### src/rtl/cpu_pkg.sv
// rtl/cpu_pkg.sv - shared PC, resolve-state and EX branch record types
package cpu_pkg;
    localparam int PC_W = 16;

    typedef logic [PC_W-1:0] pc_t;

    typedef enum logic {IDLE, RECOVER} resolve_state_t;

    typedef struct packed {
        logic valid;
        logic branch;
        logic pred;
        pc_t  pc;
        pc_t  target;
    } ex_branch_t;
endpackage

### src/rtl/branch_resolve_if.sv
// rtl/branch_resolve_if.sv - ID prediction in, predictor update / redirect / flush out
interface branch_resolve_if;
    import cpu_pkg::*;

    logic valid_ID;
    logic is_branch_ID;
    pc_t  pc_ID;
    pc_t  target_ID;
    logic branch_predict_ID;
    logic taken_EX;
    logic branch_EX;
    logic branch_result_EX;
    pc_t  pc_EX;
    logic redirect_valid;
    pc_t  redirect_pc;
    logic flush;

    modport master (
        output valid_ID, is_branch_ID, pc_ID, target_ID, branch_predict_ID, taken_EX,
        input  branch_EX, branch_result_EX, pc_EX, redirect_valid, redirect_pc, flush
    );

    modport slave (
        input  valid_ID, is_branch_ID, pc_ID, target_ID, branch_predict_ID, taken_EX,
        output branch_EX, branch_result_EX, pc_EX, redirect_valid, redirect_pc, flush
    );
endinterface

### src/rtl/branch_ex_reg.sv
// rtl/branch_ex_reg.sv - ID->EX branch record register; flush bubbles, stall holds
module branch_ex_reg
    import cpu_pkg::*;
(
    input  logic       clk,
    input  logic       rst,
    input  logic       flush,
    input  logic       stall,
    input  ex_branch_t d,
    output ex_branch_t q
);

    // Flush wins over stall so a stalled wrong-path slot is still killed.
    always_ff @(posedge clk) begin
        if (rst) begin
            q <= '0;
        end else if (flush) begin
            q <= '0;
        end else if (!stall) begin
            q <= d;
        end
    end

endmodule

### src/rtl/branch_resolve.sv
// rtl/branch_resolve.sv - EX branch resolve, predictor update, redirect and flush FSM (optional BRANCH_STATS_EN counters)
module branch_resolve
    import cpu_pkg::*;
#(
    parameter int FLUSH_CYCLES = 2
)(
    input  logic                clk,
    input  logic                rst,
    input  logic                stall,
    branch_resolve_if.slave     bus
`ifdef BRANCH_STATS_EN
    ,
    output logic [31:0]         stat_branches,
    output logic [31:0]         stat_mispredicts
`endif
);

    localparam logic [2:0] CNT_INIT = 3'(FLUSH_CYCLES - 1);

    ex_branch_t     ex_d;
    ex_branch_t     ex_q;
    resolve_state_t state;
    resolve_state_t state_d;
    logic [2:0]     cnt;
    logic [2:0]     cnt_d;
    logic           resolve;
    logic           mispredict;
    logic           flush_c;

    always_comb begin
        ex_d.valid  = bus.valid_ID;
        ex_d.branch = bus.is_branch_ID;
        ex_d.pred   = bus.branch_predict_ID;
        ex_d.pc     = bus.pc_ID;
        ex_d.target = bus.target_ID;
    end

    branch_ex_reg u_ex_reg (
        .clk   (clk),
        .rst   (rst),
        .flush (flush_c),
        .stall (stall),
        .d     (ex_d),
        .q     (ex_q)
    );

    // Resolution is blocked in RECOVER: anything in EX there is wrong-path.
    assign resolve    = ex_q.valid & ex_q.branch & ~stall & (state == IDLE);
    assign mispredict = resolve & (ex_q.pred != bus.taken_EX);

    assign bus.branch_EX        = resolve;
    assign bus.branch_result_EX = bus.taken_EX;
    assign bus.pc_EX            = ex_q.pc;
    assign bus.redirect_valid   = mispredict;
    assign bus.redirect_pc      = mispredict ? (bus.taken_EX ? ex_q.target : ex_q.pc + pc_t'(1))
                                             : '0;
    assign bus.flush            = flush_c;

    always_ff @(posedge clk) begin
        if (rst) begin
            state <= IDLE;
            cnt   <= '0;
        end else begin
            state <= state_d;
            cnt   <= cnt_d;
        end
    end

    always_comb begin
        state_d = state;
        cnt_d   = cnt;
        flush_c = 1'b0;
        case (state)
            IDLE: begin
                if (mispredict) begin
                    flush_c = 1'b1;
                    state_d = RECOVER;
                    cnt_d   = CNT_INIT;
                end
            end
            RECOVER: begin
                flush_c = 1'b1;
                if (!stall) begin
                    if (cnt == 3'd0) begin
                        state_d = IDLE;
                    end else begin
                        cnt_d = cnt - 3'd1;
                    end
                end
            end
            default: state_d = IDLE;
        endcase
    end

`ifdef BRANCH_STATS_EN
    always_ff @(posedge clk) begin
        if (rst) begin
            stat_branches    <= '0;
            stat_mispredicts <= '0;
        end else begin
            if (resolve) begin
                stat_branches <= stat_branches + 32'd1;
            end
            if (mispredict) begin
                stat_mispredicts <= stat_mispredicts + 32'd1;
            end
        end
    end
`endif

endmodule

### src/flat_wrapper.sv
// flat-port wrapper written by rule: the top's interface ports become plain ports
module branch_resolve_flat import cpu_pkg::*;
#(
    parameter int FLUSH_CYCLES = 2
)
  (clk, rst, stall, bus_valid_ID, bus_is_branch_ID, bus_pc_ID, bus_target_ID, bus_branch_predict_ID, bus_taken_EX, bus_branch_EX, bus_branch_result_EX, bus_pc_EX, bus_redirect_valid, bus_redirect_pc, bus_flush);
  branch_resolve_if bus_i ();
  input  logic clk;
  input  logic rst;
  input  logic stall;
  input wire logic [$bits(bus_i.valid_ID)-1:0] bus_valid_ID;
  input wire logic [$bits(bus_i.is_branch_ID)-1:0] bus_is_branch_ID;
  input wire logic [$bits(bus_i.pc_ID)-1:0] bus_pc_ID;
  input wire logic [$bits(bus_i.target_ID)-1:0] bus_target_ID;
  input wire logic [$bits(bus_i.branch_predict_ID)-1:0] bus_branch_predict_ID;
  input wire logic [$bits(bus_i.taken_EX)-1:0] bus_taken_EX;
  output wire logic [$bits(bus_i.branch_EX)-1:0] bus_branch_EX;
  output wire logic [$bits(bus_i.branch_result_EX)-1:0] bus_branch_result_EX;
  output wire logic [$bits(bus_i.pc_EX)-1:0] bus_pc_EX;
  output wire logic [$bits(bus_i.redirect_valid)-1:0] bus_redirect_valid;
  output wire logic [$bits(bus_i.redirect_pc)-1:0] bus_redirect_pc;
  output wire logic [$bits(bus_i.flush)-1:0] bus_flush;
  assign bus_i.valid_ID = bus_valid_ID;
  assign bus_i.is_branch_ID = bus_is_branch_ID;
  assign bus_i.pc_ID = bus_pc_ID;
  assign bus_i.target_ID = bus_target_ID;
  assign bus_i.branch_predict_ID = bus_branch_predict_ID;
  assign bus_i.taken_EX = bus_taken_EX;
  assign bus_branch_EX = bus_i.branch_EX;
  assign bus_branch_result_EX = bus_i.branch_result_EX;
  assign bus_pc_EX = bus_i.pc_EX;
  assign bus_redirect_valid = bus_i.redirect_valid;
  assign bus_redirect_pc = bus_i.redirect_pc;
  assign bus_flush = bus_i.flush;
  branch_resolve #(.FLUSH_CYCLES(FLUSH_CYCLES)) u_core (.clk(clk), .rst(rst), .stall(stall), .bus(bus_i));
endmodule
### config.mk
export PLATFORM = sky130hd
export DESIGN_NAME = branch_resolve_flat
export DESIGN_NICKNAME = d
export VERILOG_FILES = /design/src/rtl/cpu_pkg.sv /design/src/rtl/branch_resolve_if.sv /design/src/rtl/branch_ex_reg.sv /design/src/rtl/branch_resolve.sv /design/src/flat_wrapper.sv
export SDC_FILE = /design/constraint.sdc
export NUM_CORES = 1
export LEC_CHECK = 0
export ABC_AREA = 1
export CORE_MARGIN = 8
export CORE_UTILIZATION = 50
export CTS_CLUSTER_DIAMETER = 120
export DETAILED_ROUTE_END_ITERATION = 16
export GPL_TIMING_DRIVEN = 0
export PLACE_DENSITY = 0.8
export SYNTH_ARGS = -nofsm -noshare
export SYNTH_HDL_FRONTEND = slang
export SYNTH_HIERARCHICAL = 1
export SYNTH_SLANG_ARGS = --single-unit
export TNS_END_PERCENT = 50
### constraint.sdc
create_clock -name clk -period 3 [get_ports clk]
set_input_delay 0.9 -clock clk [delete_from_list [all_inputs] [get_ports clk]]
set_output_delay 0.9 -clock clk [all_outputs]
set_load 0.05 [all_outputs]
==> results.tsv, run 1 <==
metric	value	unit
arrival time worst endpoint	1.97	ns
worst-margin pin slew	0.518	ns
critical path fanouts, max	9	
Avg WL per Cell	12.8	um
first-pass iteration count of the detailed router	5	
clock skew after layout	0.00601	ns
horizontal die dimension	86.8	um
reg-to-reg setup timing slack	1.43	ns
commonest register cell after synthesis	sky130_fd_sc_hd__dfxtp_1	
Fill cells	410	
PwrDens	398	mW/mm^2
syn nets	445	
standard-cell row count	25	
FF-to-FF End	u_core/u_ex_reg/q[9]	
number of remaining DRC errors	0	
Final nets	529	
endpoint type of the worst setup path	output port	
post-route antenna net violation count	0	
worst-case vdd ir drop	0.225	mV
asr flop ratio synth	0	
initial antenna violation count	0	
detailed-route wire length	7100	um
area added between synthesis and finish	39.3	%
Clk Tree Root Cell	sky130_fd_sc_hd__clkbuf_8	
clk_lat worst skew	0.30	ns
fraction of the yosys area taken by sequential cells	0.311	
total non-filler cell area in the finished layout	0.00349	sq mm
largest net degree at the start of global routing	13	
fraction of layout instances using a drive strength above 1	0.178	
initial standard-cell utilization of the core	0.524	
Setup-failing EPs final	0	
Yosys warning total	6	
number of clock buffers inserted by TritonCTS	5	
minimum period implied by the final worst setup slack	2.87	ns
Tot GR Track Use	0.192	
antenna diode count	0	
Post-Syn Instances	403	
number of max-cap violations	0	
Required @ worst endpoint	2.10	ns
setup TNS after final layout	0	ns
largest buffer count on any clock path	2	
final number of hold-violating endpoints	0	
HPWL after DPL	5260	um
overall die height	86.8	um
number of buffers inserted for hold repair after clock tree synthesis	0	
per-cell via count in the routed design	4.73	
final-report max-slew violation count	0	
leakage power	1.75	nW
total grt overflow	0	
worst min-delay path endpoint	u_core/cnt[0]	
total die area	0.00754	sq mm
average footprint of a synthesized cell	6.22	sq um
start of the worst register-to-register path	u_core/u_ex_reg/q[32]	
Register-to-Register Path Depth	10	
Fmax achieved	0.349	GHz
number of synthesized register bits	39	
clock sink count	39	
distinct cell type count of the synthesized netlist	30	
setup repair after global routing missed its margin	no	
fraction of the core area covered by cells at the end of the flow	0.730	
Slew HR	0.654	
instance count along the most critical hold path	2	
area inside the core boundary	0.00479	sq mm
count of flip-flops with a built-in enable after synthesis	0	
startpoint type of the worst setup path	flop	
post-placement cell area	0.00336	sq mm
outcome	finished, final reports clean	
Worst-path clk slew	0.08	ns
io pins	75	
RD Place Congestion	0.876	
H-tree level count	2	
via count of the first global-routing pass	2563	
vias post-DR	2625	
cell area after synthesis	0.00251	sq mm
class of the worst hold path	flop to flop	
hold wc startpoint	u_core/cnt[0]	
clock tree from TritonCTS	built	
startpoint-to-endpoint class of the critical path	flop to output port	
power after layout	1.39	mW
iteration-0 DRC count of the detailed router	175	
IO buf count	74	
share of the clock period used by the worst path after layout	0.956	
wire length of the first global-routing pass	11700	um
cell type report:
type                    count  area, sq um  area share
repair buffers             76          736       0.211
well taps                  67         83.8      0.0240
plain buffers              16          184      0.0527
inverters                  64          240      0.0688
clock buffers               6         82.6      0.0236
clock inverters             2         35.0      0.0100
flip-flops and latches     39          781       0.223
multi-input cells         285         1350       0.387
cells in the mapped netlist, types with 4 or more instances:
| cell type | instances | area [sq um] |
|---|---|---|
| sky130_fd_sc_hd__buf_4 | 6 | 45.0 |
| sky130_fd_sc_hd__nand3_1 | 16 | 80.1 |
| sky130_fd_sc_hd__nand2_1 | 118 | 443 |
| sky130_fd_sc_hd__nand2_2 | 4 | 25.0 |
| sky130_fd_sc_hd__dfxtp_1 | 39 | 781 |
| sky130_fd_sc_hd__nor2_2 | 12 | 75.1 |
| sky130_fd_sc_hd__xor2_1 | 4 | 35.0 |
| sky130_fd_sc_hd__inv_1 | 61 | 229 |
| sky130_fd_sc_hd__nand4_1 | 4 | 25.0 |
| sky130_fd_sc_hd__a21oi_1 | 4 | 20.0 |
| sky130_fd_sc_hd__nor2_1 | 94 | 353 |
| sky130_fd_sc_hd__o21ai_0 | 4 | 20.0 |
critical path, stage by stage, from the launching register on:
cell	delay, ns
sky130_fd_sc_hd__dfxtp_1	0.47
sky130_fd_sc_hd__ha_1	0.25
sky130_fd_sc_hd__nand3_2	0.16
sky130_fd_sc_hd__nor2_8	0.19
sky130_fd_sc_hd__xor2_1	0.21
sky130_fd_sc_hd__o21ai_1	0.08
sky130_fd_sc_hd__inv_1	0.06
sky130_fd_sc_hd__buf_2	0.25
registers in the layout, summed over array words and instances (netlist names):
| name | cells |
|---|---|
| u_core/u_ex_reg/q | 35 |
| u_core/cnt | 3 |
| u_core/state | 1 |
logic make-up after synthesis:
logic type	synth area share
AND/OR/NAND/NOR	0.462
buffers and inverters	0.164
flip-flops	0.311
AO/OA/AOI/OAI	0.0309
XOR/XNOR	0.0175
adder cells (fa/ha/maj)	0.0150
timing repair:
| item | CTS | global route |
|---|---|---|
| buffers inserted | 0 | 1 |
| pin swaps | 1 | 2 |
| gates resized for setup | 115 | 12 |
| gates cloned | 0 | 2 |
| endpoints found under the setup margin | 20 | 16 |
per-layer routing:
| layer | part of all wire | vias to the layer above | global-route usage |
|---|---|---|---|
| met3 | 0.073 | 9 | 0.0482 |
| met2 | 0.48 | 98 | 0.331 |
| li1 | - | 1356 | - |
| met1 | 0.43 | 1162 | 0.227 |
| met5 | 0 | - | 0 |
| met4 | 0.016 | 0 | 0.0595 |
worst max-delay path by stage:
stage                               end  cells after the start             startpoint
finish               bus_redirect_pc[6]                      7  u_core/u_ex_reg/q[16]
global route         bus_redirect_pc[6]                      7  u_core/u_ex_reg/q[16]
CTS                 bus_redirect_pc[13]                     10                  stall
detailed placement   bus_redirect_pc[3]                      7           bus_taken_EX
global placement     bus_redirect_pc[3]                      7           bus_taken_EX
floorplan            bus_redirect_pc[2]                      7                  stall
cells in the final DEF, fill, tap and decap left out, types with 6 or more instances in the layout:
master	netlist	routed
sky130_fd_sc_hd__buf_2	1	6
sky130_fd_sc_hd__clkbuf_8	3	9
sky130_fd_sc_hd__nand2_1	118	116
sky130_fd_sc_hd__nand2_2	4	7
sky130_fd_sc_hd__clkdlybuf4s50_1	0	52
sky130_fd_sc_hd__nor2_2	12	12
sky130_fd_sc_hd__nand3_1	16	16
sky130_fd_sc_hd__dfxtp_1	39	39
sky130_fd_sc_hd__inv_1	61	60
sky130_fd_sc_hd__buf_6	3	12
sky130_fd_sc_hd__nor2_1	94	94
sky130_fd_sc_hd__buf_4	6	11
stage by stage:
| stage | worst slack (ns) | std cells | hold slack (ns) |
|---|---|---|---|
| after floorplan | -0.209 | 403 | 0.451 |
| after global placement | -1.02 | 544 | 0.470 |
| after detailed placement | -1.02 | 544 | 0.478 |
| after CTS | -0.00647 | 552 | 0.491 |
| after global routing | 0.0292 | 555 | 0.524 |
| final | 0.133 | 555 | 0.488 |
report_power, final:
group	internal, mW	leakage, nW	switching, mW
logic	0.143	1.37	0.192
clock network	0.269	0.0612	0.195
registers	0.554	0.323	0.0375
Note: power is estimated with default switching activity, not from simulation.
==> run 2: changes to the inputs <==
ABC_CLOCK_PERIOD_IN_PS = 3000   (was default)
==> results of run 2 <==
Same layout as run 1: the final DEF is identical, and so are final timing and power.
==> run 3: changes to the inputs <==
CELL_PAD_IN_SITES_DETAIL_PLACEMENT = 0   (was default)
CELL_PAD_IN_SITES_GLOBAL_PLACEMENT = 1   (was default)
CORE_UTILIZATION = 35   (was 50)
PLACE_DENSITY = 0.83   (was 0.8)
==> run 3 against run 2 <==
  * Clock skew grew 0.0013 ns
  * Cell count grew 6.1%
  * Largest power group unchanged
  * Final area grew 2.0%
  * Setup slack lost 0.056 ns
  * Maximum frequency shrank 1.9%
  * Critical path depth grew 3
  * Global-route usage shrank 4.7 points
  * First-iteration DRC count shrank 43%
  * Utilization shrank 23 points
  * Critical path type is now input port to output port
  * Non-clock buffer count grew 3
==> results.tsv, run 3 (synthesis gave the netlist of run 1 again) <==
metric	value	unit	change
outcome	finished, final reports clean		unchanged
power after layout	1.39	mW	about the same
number of buffer and inverter stages on the critical path	5		was 2
post-placement cell area	0.00340	sq mm	was 0.00336 sq mm
endpoint type of the worst setup path	output port		unchanged
Required @ worst endpoint	2.10	ns	about the same
initial antenna violation count	0		unchanged
NetSw	0.419	mW	was 0.425 mW
start of the worst register-to-register path	u_core/u_ex_reg/q[32]		unchanged
via count of the first global-routing pass	2407		was 2563
switching power share of the total	0.302		was 0.305
H-tree level count	2		unchanged
number of clock buffers inserted by TritonCTS	5		unchanged
Fill cells	790		was 410
Register-to-Register Path Depth	11		was 10
arrival time worst endpoint	2.02	ns	was 1.97 ns
final number of hold-violating endpoints	0		unchanged
Placed Instances	576		was 544
Fmax achieved	0.342	GHz	was 0.349 GHz
Pint	0.966	mW	about the same
final-report max-slew violation count	0		unchanged
CP Depth	10		was 7
number of remaining DRC errors	0		unchanged
largest register by flop count	u_core/u_ex_reg/q		unchanged
Clk network pwr share	0.333		was 0.334
registers with the most flip-flops	u_core/u_ex_reg/q (35), u_core/cnt (3), u_core/state (1)		unchanged
largest buffer count on any clock path	2		unchanged
Flop pwr share	0.428		was 0.425
largest delay contributor family on the critical path	buffers and inverters		was flip-flops
FF-to-FF End	u_core/u_ex_reg/q[25]		was u_core/u_ex_reg/q[9]
Critical Path Max Stage Delay	0.25	ns	was 0.47 ns
Clk Tree Root Cell	sky130_fd_sc_hd__clkbuf_8		unchanged
area inside the core boundary	0.00710	sq mm	was 0.00479 sq mm
class of the worst hold path	flop to flop		unchanged
portion of total power attributed to combinational logic	0.239		was 0.241
wire length of the first global-routing pass	11600	um	was 11700 um
clk_lat worst skew	0.29	ns	was 0.30 ns
clock tree from TritonCTS	built		unchanged
largest net degree at the start of global routing	13		unchanged
post-route antenna net violation count	0		unchanged
total die area	0.0101	sq mm	was 0.00754 sq mm
Setup-failing EPs final	0		unchanged
antenna diode count	0		unchanged
share of the clock period used by the worst path after layout	0.974		was 0.956
startpoint type of the worst setup path	input port		was flop
reg-to-reg setup timing slack	1.37	ns	was 1.43 ns
clock sink count	39		unchanged
cell with the most instances on the worst path	sky130_fd_sc_hd__nand2_1		
leakage power	1.77	nW	was 1.75 nW
minimum period implied by the final worst setup slack	2.92	ns	was 2.87 ns
clock skew after layout	0.00728	ns	was 0.00601 ns
iteration-0 DRC count of the detailed router	100		was 175
setup repair after global routing missed its margin	no		unchanged
overall die height	101	um	was 86.8 um
total non-filler cell area in the finished layout	0.00356	sq mm	was 0.00349 sq mm
vias post-DR	2471		was 2625
Worst-path clk slew	0.07	ns	was 0.08 ns
PwrDens	389	mW/mm^2	was 398 mW/mm^2
start point of the critical path	bus_taken_EX		was u_core/u_ex_reg/q[16]
number of buffers inserted for hold repair after clock tree synthesis	0		unchanged
startpoint-to-endpoint class of the critical path	input port to output port		was flop to output port
total grt overflow	0		unchanged
HPWL after DPL	5430	um	was 5260 um
worst path cell trace	buf_2 -> inv_2 -> nand2_1 -> nand2_1 -> nand2_4 -> dlymetal6s2s_1 -> nor2_1 -> nand2_1 -> inv_1 -> buf_2		was ha_1 -> nand3_2 -> nor2_8 -> xor2_1 -> o21ai_1 -> inv_1 -> buf_2
number of max-cap violations	0		unchanged
setup TNS after final layout	0	ns	unchanged
horizontal die dimension	101	um	was 86.8 um
RD Place Congestion	0.826		was 0.876
most common cell after layout, fill and taps aside	sky130_fd_sc_hd__nand2_1		unchanged
worst-case vdd ir drop	0.178	mV	was 0.225 mV
destination of the critical timing path	bus_redirect_pc[15]		was bus_redirect_pc[6]
worst-margin pin slew	0.514	ns	was 0.518 ns
fraction of layout instances using a drive strength above 1	0.182		was 0.178
critical path fanouts, max	7		was 9
detailed-route wire length	7180	um	was 7100 um
IO buf count	74		unchanged
first-pass iteration count of the detailed router	4		was 5
standard-cell row count	31		was 25
Slew HR	0.656		was 0.654
leading cell types in the layout, fill and taps excluded	sky130_fd_sc_hd__nand2_1 (118), sky130_fd_sc_hd__nor2_1 (90), sky130_fd_sc_hd__inv_1 (61)		was sky130_fd_sc_hd__nand2_1 (116), sky130_fd_sc_hd__nor2_1 (94), sky130_fd_sc_hd__inv_1 (60)
non-filler cells, final	589		was 555
area added between synthesis and finish	42.0	%	was 39.3%
flip-flop count of the largest register, all copies and words added	35		unchanged
Tot GR Track Use	0.145		was 0.192
per-cell via count in the routed design	4.20		was 4.73
Slowest cell on crit path	sky130_fd_sc_hd__buf_2		was sky130_fd_sc_hd__dfxtp_1
Final nets	531		was 529
io pins	75		unchanged
initial standard-cell utilization of the core	0.353		was 0.524
worst hold slack	0.488	ns	about the same
Avg WL per Cell	12.2	um	was 12.8 um
## run 3: power by group through the flow
stage	Sequential [mW]	Combinational, mW	Clock, mW
final	0.593	0.331	0.461
after floorplan	0.649	0.157	0
after CTS	0.593	0.331	0.476
after global routing	0.599	0.363	0.501
after detailed placement	0.605	0.330	0
after global placement	0.605	0.327	0
## run 3: cell type report
type | count | area [sq um] | share of cell area
Inverter | 64 | 240 | 0.0674
Clock inverter | 2 | 35.0 | 0.00983
Sequential cell | 39 | 782 | 0.220
Multi-Input combinational cell | 284 | 1350 | 0.379
Tap cell | 99 | 124 | 0.0348
Clock buffer | 6 | 82.6 | 0.0232
Timing Repair Buffer | 79 | 767 | 0.215
Buffer | 16 | 181 | 0.0509
## run 3: worst min-delay path by stage
| stage | start | to | slack, ns | cells past startpoint |
|---|---|---|---|---|
| 3_3_place_gp | u_core/cnt[0] | u_core/cnt[0] | 0.47 | 2 |
| 4_1_cts | u_core/cnt[0] | u_core/cnt[0] | 0.49 | 2 |
| 3_5_place_dp | u_core/cnt[0] | u_core/cnt[0] | 0.47 | 2 |
| 2_1_floorplan | u_core/cnt[0] | u_core/cnt[0] | 0.45 | 2 |
| 5_1_grt | u_core/cnt[0] | u_core/cnt[0] | 0.51 | 2 |
| 6_report | u_core/cnt[0] | u_core/cnt[0] | 0.49 | 2 |
## run 3: routing by layer
layer,track usage,wire length (um)
met3,0.0352,372
met2,0.236,3320
met5,0,0
met4,0.0488,88
met1,0.181,3400
## run 3: per-stage QoR
| step | util | setup WS [ns] |
|---|---|---|
| after floorplan | - | -0.209 |
| after global placement | 0.478 | -1.07 |
| after detailed placement | 0.478 | -1.05 |
| after CTS | 0.491 | -0.000314 |
| after global routing | 0.502 | 0.0187 |
| final | 0.502 | 0.0771 |
## run 3: repair_timing
action	in CTS	in global routing
resized for setup	115	9
pin swaps	1	1
cloned	0	1
buffers inserted	0	4
endpoints found under the setup margin	20	15
## run 3: worst min-delay path, stage by stage, from the launching register on
cell                      delay [ns]
sky130_fd_sc_hd__dfxtp_1        0.34
sky130_fd_sc_hd__nand2_2        0.07
sky130_fd_sc_hd__a21oi_2        0.04
